$ cat config.mk
export PLATFORM = sky130hd
export DESIGN_NAME = icache_flat
export DESIGN_NICKNAME = d
export VERILOG_FILES = /design/src/rtl/icache_if.sv /design/src/rtl/icache.sv /design/src/flat_wrapper.sv
export SDC_FILE = /design/constraint.sdc
export NUM_CORES = 1
export LEC_CHECK = 0
export CORE_ASPECT_RATIO = 0.5
export CORE_MARGIN = 10
export CORE_UTILIZATION = 51
export DETAILED_ROUTE_END_ITERATION = 16
export PLACE_DENSITY = 0.71
export SLEW_MARGIN = 30
export SYNTH_ARGS = -nofsm -noshare
export SYNTH_HDL_FRONTEND = slang
export SYNTH_SLANG_ARGS = --single-unit
$ cat constraint.sdc
create_clock -name clk -period 9.15 [get_ports clk]
set_input_delay 2.745 -clock clk [delete_from_list [all_inputs] [get_ports clk]]
set_output_delay 2.745 -clock clk [all_outputs]
set_load 0.1 [all_outputs]
$ cat src/rtl/icache_if.sv
// icache_if: fetch-side and backing-memory signals of the instruction cache
interface icache_if;
  logic [15:0] fetch_addr;
  logic        inval;
  logic [15:0] instr;
  logic        instr_valid;
  logic        stall;
  logic        mem_req;
  logic [15:0] mem_addr;
  logic        mem_ack;
  logic [15:0] mem_data;
  modport slave (
    input  fetch_addr, inval, mem_ack, mem_data,
    output instr, instr_valid, stall, mem_req, mem_addr
  );
  modport master (
    output fetch_addr, inval, mem_ack, mem_data,
    input  instr, instr_valid, stall, mem_req, mem_addr
  );
endinterface

$ cat src/rtl/icache.sv
// icache: direct-mapped read-only instruction cache with whole-line fill over a req/ack handshake
module icache #(
  parameter int LINE_WORDS = 4,
  parameter int NUM_LINES  = 16
) (
  input  logic     clk,
  input  logic     rst_n,
  icache_if.slave  bus
);
  localparam int OW = $clog2(LINE_WORDS);
  localparam int IW = $clog2(NUM_LINES);
  localparam int TW = 16 - OW - IW;
  typedef enum logic {LOOKUP, FILL} state_t;
  state_t               state_q, state_d;
  logic [15:0]          raddr_q, raddr_d;
  logic [OW-1:0]        cnt_q, cnt_d;
  logic                 primed_q;
  logic                 inval_seen_q, inval_seen_d;
  logic [NUM_LINES-1:0] valid_q, valid_d;
  logic [TW-1:0]        tag_q  [NUM_LINES];
  logic [TW-1:0]        tag_d  [NUM_LINES];
  logic [15:0]          data_q [NUM_LINES*LINE_WORDS];
  logic [15:0]          data_d [NUM_LINES*LINE_WORDS];
  logic [TW-1:0]        rtag;
  logic [IW-1:0]        idx;
  logic [OW-1:0]        off;
  logic                 hit, stall, ack, last;
  assign {rtag, idx, off} = raddr_q;
  assign hit   = valid_q[idx] && tag_q[idx] == rtag && state_q == LOOKUP;
  assign stall = primed_q && !hit;
  assign ack   = state_q == FILL && bus.mem_ack;
  assign last  = ack && cnt_q == '1;
  assign bus.stall       = stall;
  assign bus.instr_valid = primed_q && hit;
  assign bus.instr       = (primed_q && hit) ? data_q[{idx, off}] : '0;
  assign bus.mem_req     = state_q == FILL;
  assign bus.mem_addr    = state_q == FILL ? {rtag, idx, cnt_q} : '0;
  // Next-state: address capture, miss detection, line fill and invalidation
  always_comb begin
    state_d      = state_q;
    raddr_d      = stall ? raddr_q : bus.fetch_addr;
    cnt_d        = cnt_q;
    inval_seen_d = inval_seen_q;
    valid_d      = valid_q;
    tag_d        = tag_q;
    data_d       = data_q;
    if (state_q == LOOKUP && stall) begin
      state_d      = FILL;
      cnt_d        = '0;
      inval_seen_d = 1'b0;
    end
    if (ack) begin
      data_d[{idx, cnt_q}] = bus.mem_data;
      cnt_d                = cnt_q + 1'b1;
    end
    if (last) begin
      tag_d[idx]   = rtag;
      valid_d[idx] = !inval_seen_q;
      state_d      = LOOKUP;
    end
    if (bus.inval) begin
      valid_d = '0;
      if (state_q == FILL) inval_seen_d = 1'b1;
    end
  end
  // Control state; reset abandons any fill in progress
  always_ff @(posedge clk or negedge rst_n) begin
    if (!rst_n) begin
      state_q      <= LOOKUP;
      raddr_q      <= '0;
      cnt_q        <= '0;
      primed_q     <= 1'b0;
      inval_seen_q <= 1'b0;
      valid_q      <= '0;
    end else begin
      state_q      <= state_d;
      raddr_q      <= raddr_d;
      cnt_q        <= cnt_d;
      primed_q     <= 1'b1;
      inval_seen_q <= inval_seen_d;
      valid_q      <= valid_d;
    end
  end
  // Tag and data storage need no reset; valid bits guard them
  always_ff @(posedge clk) begin
    tag_q  <= tag_d;
    data_q <= data_d;
  end
endmodule

$ cat src/flat_wrapper.sv
// flat-port wrapper written by rule: the top's interface ports become plain ports
module icache_flat 
#(
  parameter int LINE_WORDS = 4,
  parameter int NUM_LINES  = 16
)
  (clk, rst_n, bus_fetch_addr, bus_inval, bus_mem_ack, bus_mem_data, bus_instr, bus_instr_valid, bus_stall, bus_mem_req, bus_mem_addr);
  icache_if bus_i ();
  input  logic clk;
  input  logic rst_n;
  input wire logic [$bits(bus_i.fetch_addr)-1:0] bus_fetch_addr;
  input wire logic [$bits(bus_i.inval)-1:0] bus_inval;
  input wire logic [$bits(bus_i.mem_ack)-1:0] bus_mem_ack;
  input wire logic [$bits(bus_i.mem_data)-1:0] bus_mem_data;
  output wire logic [$bits(bus_i.instr)-1:0] bus_instr;
  output wire logic [$bits(bus_i.instr_valid)-1:0] bus_instr_valid;
  output wire logic [$bits(bus_i.stall)-1:0] bus_stall;
  output wire logic [$bits(bus_i.mem_req)-1:0] bus_mem_req;
  output wire logic [$bits(bus_i.mem_addr)-1:0] bus_mem_addr;
  assign bus_i.fetch_addr = bus_fetch_addr;
  assign bus_i.inval = bus_inval;
  assign bus_i.mem_ack = bus_mem_ack;
  assign bus_i.mem_data = bus_mem_data;
  assign bus_instr = bus_i.instr;
  assign bus_instr_valid = bus_i.instr_valid;
  assign bus_stall = bus_i.stall;
  assign bus_mem_req = bus_i.mem_req;
  assign bus_mem_addr = bus_i.mem_addr;
  icache #(.LINE_WORDS(LINE_WORDS), .NUM_LINES(NUM_LINES)) u_core (.clk(clk), .rst_n(rst_n), .bus(bus_i));
endmodule
==> summary.md, run 1 <==
| Metric | Value |
|---|---|
| First-pass GRT wire length | 166000 um |
| Largest net degree at the start of global routing | 73 |
| Internal power | 9170 uW |
| DR iter-0 viols | 3293 |
| Clock share of power | 0.364 |
| Switching share of power | 0.244 |
| Worst-case reg-to-reg path depth | 4 |
| CP Depth | 10 |
| Site Rows | 79 |
| RePlAce Congestion | 0.840 |
| Initial antenna violation count | 2 |
| Avg Cell Area, Syn | about 22 um2 |
| Residual DRC count | 0 |
| CTS H-tree depth | 3 |
| Yosys cell types | 62 |
| Largest delay contributor family on the critical path | simple AND/OR/NAND/NOR gates |
| Clock sinks | between 1000 and 1500 |
| Sequential share of power | 0.524 |
| Max incr delay on CP | 0.86 ns |
| DRT Wirelength | 115000 um |
| EDFF count, synth | ~1200 |
| CTS Root Cell | clkbuf_16 |
| Core Region | 0.0927 mm2 |
| PwrDens | 227 mW/mm2 |
| Mapped Cells | 2123 |
| Gr ovfl total | 0 |
| Post-synthesis sequential area ratio | 0.768 |
| Synth warn | 0 |
| Cts bufs inserted | approximately 100 |
| Comb pwr share | 0.112 |
| Switching power | 2960 uW |
| Worst-Skew Late Latency | 0.70 ns |
| Hold Fails Final Rpt | 0 |
| Minimum clock period | roughly 8.0 ns |
| Die X-Extent | around 450 um |
| CP cell instances | buf_12 -> buf_4 -> mux4_2 -> mux2i_1 -> xor2_1 -> o2111ai_1 -> a22oi_1 -> nand4_2 -> nor2b_1 -> buf_4 |
| TritonRoute pass-1 iters | 6 |
| CP Data Arrival Time | 5.30 ns |
| Post-CTS Hold Fix Bufs | 0 |
| Starting Density | 0.512 |
| Max Cap Violations | 0 |
| Clk slew on worst S/H paths | around 0.060 ns |
| Critical path class | flop to primary output |
| Final Total Pwr | 12100 uW |
| Clock Tree Buf Depth | 3 |
| Die Height | between 200 and 250 um |
| Post-CTS setup buffer count | 0 |
| Hold Slack | 0.568 ns |
| Top layer in use | met4 |
| Met3 WL | 12100 um |
| Async SR Flop Fraction | 0.0303 |
| Max Fclk | about 0.12 GHz |
| Met2 WL | 53200 um |
| Final-report setup violation count | 0 |
| Yosys reg bits | 1221 |
| RSZ-0062 raised after global routing | no |
| Tcrit/Tclk final | 0.879 |
| Final ANT Viol Nets | 0 |
| P&R area growth vs syn | 12.7% |
| Die area | 0.106 mm2 |
| WL/cell | ~32 um |
| Dpl hpwl | 65600 um |
| Syn_nets | approximately 2200 |
| Critical Path RT | 6.41 ns |
| # IOs | 71 |
| Via count | 23300 |
| Wire length on met1 | approximately 46000 um |
| Total GRT Usage | 0.214 |
| Outcome | completed |
| Vias in the first global route | 23300 |
| Slew @ Worst Pin | 0.993 ns |
| # fillers | 6614 |
| Crit path launch type | flop |
| Rel. slew slack | 0.336 |
| CTS tree | done |
| Post-CTS resize count | 0 |
| Via/cell ratio | 6.42 |
| Max-slew violation count | 0 |
| Slowest-stage cell, CP | nor2b_1 |
| Maximum fanout along the worst path | 27 |
| Hold WC Path Type | flop to flop |
| IO buf count | 70 |
| Post-Synthesis Cell Area | 0.0475 mm2 |
| Hold path cells | 2 |
| VDD IR max | between 0.00015 and 0.0002 V |
| Layout cell share with drive strength beyond 1 | 0.293 |
| Most used cell, CP | buf_4 |
| Ys flop type | edfxtp_1 |
| Clk_skew | 0.0198 ns |
| WP buf/inv | 3 |
| NumNets Final | between 2000 and 2500 |
| Critical path capture point type | primary output |
| Leak | 0.0168 uW |
registers in the layout, indices dropped and copies added (netlist names):
register and flops:
u_core.bus.mem_req 1, u_core.cnt_q 2, u_core.data_q 1024, u_core.inval_seen_q 1, u_core.primed_q 1, u_core.raddr_q 16
u_core.tag_q 160, u_core.valid_q 16
tightest hold or removal path: cells and delay by family (launching register included):
kind            cells  cell delay [ns]
simple gates        1             0.10
flops               1             0.37
compound gates      1             0.05
cell usage in the layout, fill, tap and decap left out, drive strengths merged, types with 4 or more instances in the layout:
cell | Yosys | layout
xor2 | 10 | 10
inv | 8 | 10
bufinv | 0 | 11
clkinv | 0 | 50
mux4 | 336 | 336
o221ai | 6 | 6
a211oi | 22 | 22
a31oi | 4 | 4
nand2b | 7 | 7
nand2 | 32 | 32
nor2 | 119 | 119
mux2 | 39 | 39
nor2b | 14 | 14
buf | 68 | 143
o21ai | 16 | 16
a22oi | 4 | 4
and2 | 15 | 15
clkdlybuf4s50 | 0 | 36
nand3 | 14 | 14
clkbuf | 51 | 126
a21oi | 13 | 13
nor3 | 15 | 15
a2111oi | 7 | 7
dfrtp | 37 | 37
and3 | 4 | 4
mux2i | 40 | 40
edfxtp | 1184 | 1184
o22ai | 21 | 21
through the flow:
stage / std cells / area, um2 / TNS, ns / setup slack [ns] / utilization
floorplan: 2123 / 47500 / -1.26 / -0.630 / -
global placement: 3436 / 50100 / 0 / 1.87 / 0.540
detailed placement: 3436 / 50100 / 0 / 1.84 / 0.540
CTS: 3628 / 53500 / 0 / 1.02 / 0.577
global route: 3630 / 53500 / 0 / 0.791 / 0.577
finish: 3633 / 53500 / 0 / 1.10 / 0.577
cell usage after synthesis, types with 3 or more instances:
| cell | instances | area [um2] |
|---|---|---|
| nor3_1 | 14 | 70.1 |
| buf_1 | 23 | 86.3 |
| o22ai_1 | 21 | 131 |
| nand2b_1 | 7 | 43.8 |
| and2_1 | 15 | 93.8 |
| mux4_2 | 336 | 7570 |
| clkbuf_1 | 51 | 191 |
| o221ai_1 | 6 | 52.6 |
| xnor2_1 | 3 | 26.3 |
| a31oi_1 | 3 | 18.8 |
| and3_1 | 4 | 25.0 |
| nor2b_1 | 14 | 87.6 |
| buf_6 | 4 | 45.0 |
| mux2_2 | 31 | 349 |
| buf_2 | 34 | 170 |
| a211oi_1 | 22 | 165 |
| a22oi_1 | 4 | 30.0 |
| mux2_4 | 7 | 105 |
| dfrtp_1 | 37 | 926 |
| nand3_1 | 14 | 70.1 |
| o22a_1 | 3 | 26.3 |
| a2111oi_0 | 5 | 43.8 |
| edfxtp_1 | 1184 | 35600 |
| nand2_1 | 32 | 120 |
| o21ai_0 | 16 | 80.1 |
| xor2_1 | 10 | 87.6 |
| a21oi_1 | 13 | 65.1 |
| inv_1 | 7 | 26.3 |
| buf_4 | 7 | 52.6 |
| mux2i_1 | 40 | 400 |
| nor2_1 | 119 | 447 |
power groups by stage:
stage	Clock [uW]	Combinational (uW)	Sequential, uW
floorplan	0	899	6410
global placement	0	1330	6480
detailed placement	0	1350	6480
CTS	4470	1350	6360
global route	4700	1420	6370
finish	4410	1360	6360
layout make-up:
class	instances	area [um2]	share of cell area
diodes	3	7.51	0.000140
clock buffers	126	2720	0.0507
clock inverters	66	651	0.0122
inverters	8	30.0	0.000561
multi-input cells	775	10600	0.197
flip-flops and latches	1221	36500	0.682
well taps	1255	1570	0.0293
repair buffers	179	1490	0.0279
worst paths after layout:
kind / slack, ns / start / endpoint
min in group asynchronous: 2.05 / rst_n / u_core.raddr_q[10]$_DFFE_PN0N_
min: 0.57 / u_core.valid_q[14]$_DFFE_PN0P_ / u_core.valid_q[14]$_DFFE_PN0P_
min reg2reg: 0.57 / u_core.valid_q[14]$_DFFE_PN0P_ / u_core.valid_q[14]$_DFFE_PN0P_
max in group asynchronous: 6.61 / rst_n / u_core.raddr_q[5]$_DFFE_PN0N_
max reg2reg: 5.15 / u_core.raddr_q[3]$_DFFE_PN0N_ / u_core.data_q[329]$_DFFE_PP_
max: 1.10 / u_core.raddr_q[2]$_DFFE_PN0N_ / bus_instr[15]
logic make-up (layout without fill, tap and decap cells):
family	Yosys count	in the layout	share of synthesized area
xor+xnor	13	13	0.00240
compound gates	114	114	0.0176
flops	1221	1221	0.768
other cells	1	4	0.0000789
simple gates	231	231	0.0221
mux	415	415	0.178
fa+ha+maj	1	1	0.000263
buf+inv	127	379	0.0121
metal layers:
metal | vias up | track usage
li1 | 9294 | -
met3 | 209 | 0.0487
met1 | 12500 | 0.312
met2 | 1377 | 0.321
met5 | - | 0
met4 | 0 | 0.0696
Note: power is estimated with default switching activity, not from simulation.
==> inputs of run 2 (changes only) <==
SETUP_SLACK_MARGIN = 0.3   (was not set)
==> results of run 2 <==
No change in the layout: final DEF, timing and power equal those of run 1.
